$ cat src/rtl/pi1.sv
// rtl/pi1.sv - 3-Way pi_1 word rotation, one registered stage.
// Word0 rotates right by 10, word1 passes through, word2 rotates left by 1.
module pi1 (
  input  logic        clk,
  input  logic        rst_n,
  input  logic [95:0] iword,
  input  logic        ivalid,
  output logic [95:0] oword,
  output logic        ovalid
);

  logic [31:0] w0;
  logic [31:0] w1;
  logic [31:0] w2;
  logic [95:0] rot;
  logic [95:0] oword_d;
  logic [95:0] oword_q;
  logic        ovalid_d;
  logic        ovalid_q;

  assign w0 = iword[31:0];
  assign w1 = iword[63:32];
  assign w2 = iword[95:64];

  // Each rotation wraps within its own 32-bit word; nothing crosses a word boundary.
  assign rot = {{w2[30:0], w2[31]}, w1, {w0[9:0], w0[31:10]}};

  always_comb begin
    oword_d  = oword_q;
    ovalid_d = 1'b0;
    if (ivalid) begin
      oword_d  = rot;
      ovalid_d = 1'b1;
    end
  end

  always_ff @(posedge clk or negedge rst_n) begin
    if (!rst_n) begin
      oword_q  <= 96'h0;
      ovalid_q <= 1'b0;
    end else begin
      oword_q  <= oword_d;
      ovalid_q <= ovalid_d;
    end
  end

  assign oword  = oword_q;
  assign ovalid = ovalid_q;

endmodule

$ cat config.mk
export PLATFORM = sky130hd
export DESIGN_NAME = pi1
export DESIGN_NICKNAME = d
export VERILOG_FILES = /design/src/rtl/pi1.sv
export SDC_FILE = /design/constraint.sdc
export NUM_CORES = 1
export LEC_CHECK = 0
export CAP_MARGIN = 15
export CORE_ASPECT_RATIO = 0.7
export CORE_MARGIN = 1
export CORE_UTILIZATION = 30
export DETAILED_ROUTE_END_ITERATION = 6
export GPL_ROUTABILITY_DRIVEN = 0
export HOLD_SLACK_MARGIN = 0.03
export SKIP_CTS_REPAIR_TIMING = 1
export SYNTH_ARGS = -nofsm -noshare
export SYNTH_HDL_FRONTEND = slang
export SYNTH_SLANG_ARGS = --single-unit
$ cat constraint.sdc
create_clock -name clk -period 1 [get_ports clk]
set_input_delay 0.3 -clock clk [delete_from_list [all_inputs] [get_ports clk]]
set_output_delay 0.3 -clock clk [all_outputs]
set_load 0.03 [all_outputs]
==> metrics.yaml <==
global_routing:
  grt_antenna_before_repair: 0
  grt_pass1_wl_um: 13700
  grt-ovfl-total: 0
  grt_pass1_vias: 2577
  grt_start_max_net_pins: 39
  track_usage_pct: 14.1
routing:
  detail_route.wl_per_cell_um: 15.8
  drt.antenna.violating_nets: 0
  drc: 0
  drt-initial-drc-count: 63
  wl_um: 9470
  first_pass_iters: 4
  drt-vias-per-instance: 4.26
  vias: 2550
yosys:
  synthFlopType: "dfrtp_1"
  ys_top_cells_by_count: "dfrtp_1 (97), mux2_2 (56), mux2_4 (40)"
  syn_inst: 204
  ys_seq_area_share_pct: 64.0
  synth_compound_gate_area_share_pct: 0
  ys_ff_latch: 97
  synth_cell_types: 7
  mappedNetlistArea_sq_um: 3790
  synth.most_common_cell: "dfrtp_1"
  synthAdderAreaFrac_pct: 0
  async_flop_share_pct: 100
  synthXorXnorAreaFrac_pct: 0
  synthSimpleGateAreaFrac_pct: 0
  synth_top_family_by_area: "multiplexers"
  synth_area_per_cell_sq_um: 18.6
  synthMuxAreaShare_pct: 32.5
  yosys_warnings: 0
  synth_top_cell_area_share_pct: 64.0
  yosys-top-cells-area: "dfrtp_1 (64%), mux2_2 (17%), mux2_4 (16%), buf_12 (2.1%), buf_2 (0.66%)"
  netlist.top_cell.by_area: "dfrtp_1"
  synth_edf_count: 0
  syn-num-nets: 303
place:
  place_area_sq_um: 5720
  dp_hpwl_um: 6750
  dpl_worst_slack_ns: -0.221
  portBuffers: 195
  dp_cells: 555
floorplanning:
  ios: 196
  coreArea_sq_um: 12000
  die_h_um: 96.0
  die-area_sq_um: 13100
  fp.dieW_um: 136
  start_util_pct: 31.5
  placementRows: 33
finish:
  syn_to_final_growth_pct: 74.1
  n_antenna_cell: 0
  fin_nets: 535
  final_util_pct: 54.9
  layout-drive-gt1-share_pct: 55.6
  layout.cells.non_filler: 598
  design_area_sq_um: 6600
sta:
  relSlewSlack_pct: 77.9
  rsz0062_at_grt: "yes"
  min_period_ns: 1.21
  hold-worst-slack_ns: 0.335
  fin_ws_ns: -0.207
  max_slew.worst_pin.slew_ns: 0.331
  fmax_ghz: 0.829
  timing.clock.skew_ns: 0
  min_period_over_period_pct: 121
  finalSetupViolCount: 97
  fin_tns_setup_ns: -16.34
  slew_violations: 0
  finalHoldViolCount: 0
power:
  seqPwrFrac_pct: 41.0
  p_int_mw: 8.19
  clkPwrFrac_pct: 32.0
  p_switching_mw: 3.05
  switching_share_pct: 27.2
  pwr-share-comb_pct: 27.0
  p_leak_nw: 3.01
  total_power_mw: 11.2
  ir_worst_vdd_mv: 0.894
  power_density_nw_per_um2: 1710
critical_path:
  max_stage_delay_ns: 0.42
  arrival_ns: 0.91
  reg2regPathDepth: 2
  critPathTopFamily: "flip-flops"
  r2r_setup_slack_ns: 0.09
  cp-start-kind: "flop"
  r2r-start: "oword[73]$_DFFE_PN0P_"
  cp-end-kind: "output port"
  cp.buffers_inverters: 1
  crit_type: "flop to output port"
  path_cells: "buf_12"
  critPathRequiredTime_ns: 0.70
  critPathSlowestCell: "dfrtp_1"
  crit_path_max_fanout: 2
  r2r-end: "oword[73]$_DFFE_PN0P_"
flow_run:
  cap_violations: 0
clock_network:
  clk_path_buf_depth: 2
  cts_tree: "yes"
  cts_root_buf: "clkbuf_16"
  clkTransAtPathRegs_ns: 0.06
  clock-sinks: 97
  cts.htree.levels: 3
  insertion_delay_ns: 0.33
  numCtsBuffers: 9
hold_path:
  hold_class: "primary input to async pin"
outcome:
  status: "finished with violations"
  violations: "negative setup slack"
==> logic make-up (layout without fill, tap and decap cells) <==
logic type	Yosys count	after routing
buf+inv	11	248
flops	97	97
mux	96	96
==> flip-flops by register name, summed over array words and instances, names as in the netlist <==
name and count:
oword 96, ovalid 1
==> power by group through the flow <==
| stage | Sequential [mW] | Clock [mW] | Combinational [mW] |
|---|---|---|---|
| 2_1_floorplan | 5.37 | 0 | 0.622 |
| 3_3_place_gp | 4.60 | 0 | 2.65 |
| 3_5_place_dp | 4.61 | 0 | 2.67 |
| 4_1_cts | 4.54 | 3.73 | 2.68 |
| 5_1_grt | 4.65 | 3.87 | 3.20 |
| 6_report | 4.61 | 3.60 | 3.04 |
==> routing by layer <==
metal  routed length (um)  track usage [%]  vias to the layer above
met2                 4310             21.0                      118
li1                     -                -                     1185
met4                   87             4.72                        0
met1                 4140             18.1                     1239
met5                    0                0                        -
met3                  930             6.42                        8
==> worst max path at each step <==
stage                                     start  slack, ns  depth (start not counted)                    end
after CTS                 oword[28]$_DFFE_PN0P_      -0.23                          1              oword[28]
after detailed placement                 ivalid      -0.22                          3  oword[37]$_DFFE_PN0P_
after global routing      oword[28]$_DFFE_PN0P_      -0.24                          1              oword[28]
after global placement                   ivalid      -0.20                          3  oword[19]$_DFFE_PN0P_
final                     oword[28]$_DFFE_PN0P_      -0.21                          1              oword[28]
after floorplan                          ivalid      -0.09                          4  oword[54]$_DFFE_PN0P_
==> cells in the final DEF (no fill, tap or decap) <==
cell              n
dfrtp_1          97
clkdlybuf4s50_1  96
buf_6            95
mux2_2           56
mux2_4           40
buf_4            33
clkbuf_16         9
buf_12            7
clkbuf_1          2
clkinvlp_4        2
bufinv_16         2
clkinv_2          1
dlygate4sd3_1     1
==> final cells by class <==
| cell class | instances | area (sq um) |
|---|---|---|
| clock inverters | 5 | 80.1 |
| multi-input cells | 96 | 1230 |
| clock buffers | 11 | 233 |
| repair buffers | 232 | 2430 |
| flip-flops and latches | 97 | 2430 |
| fillers | 986 | 5420 |
| well taps | 157 | 196 |
Note: power is estimated with default switching activity, not from simulation.
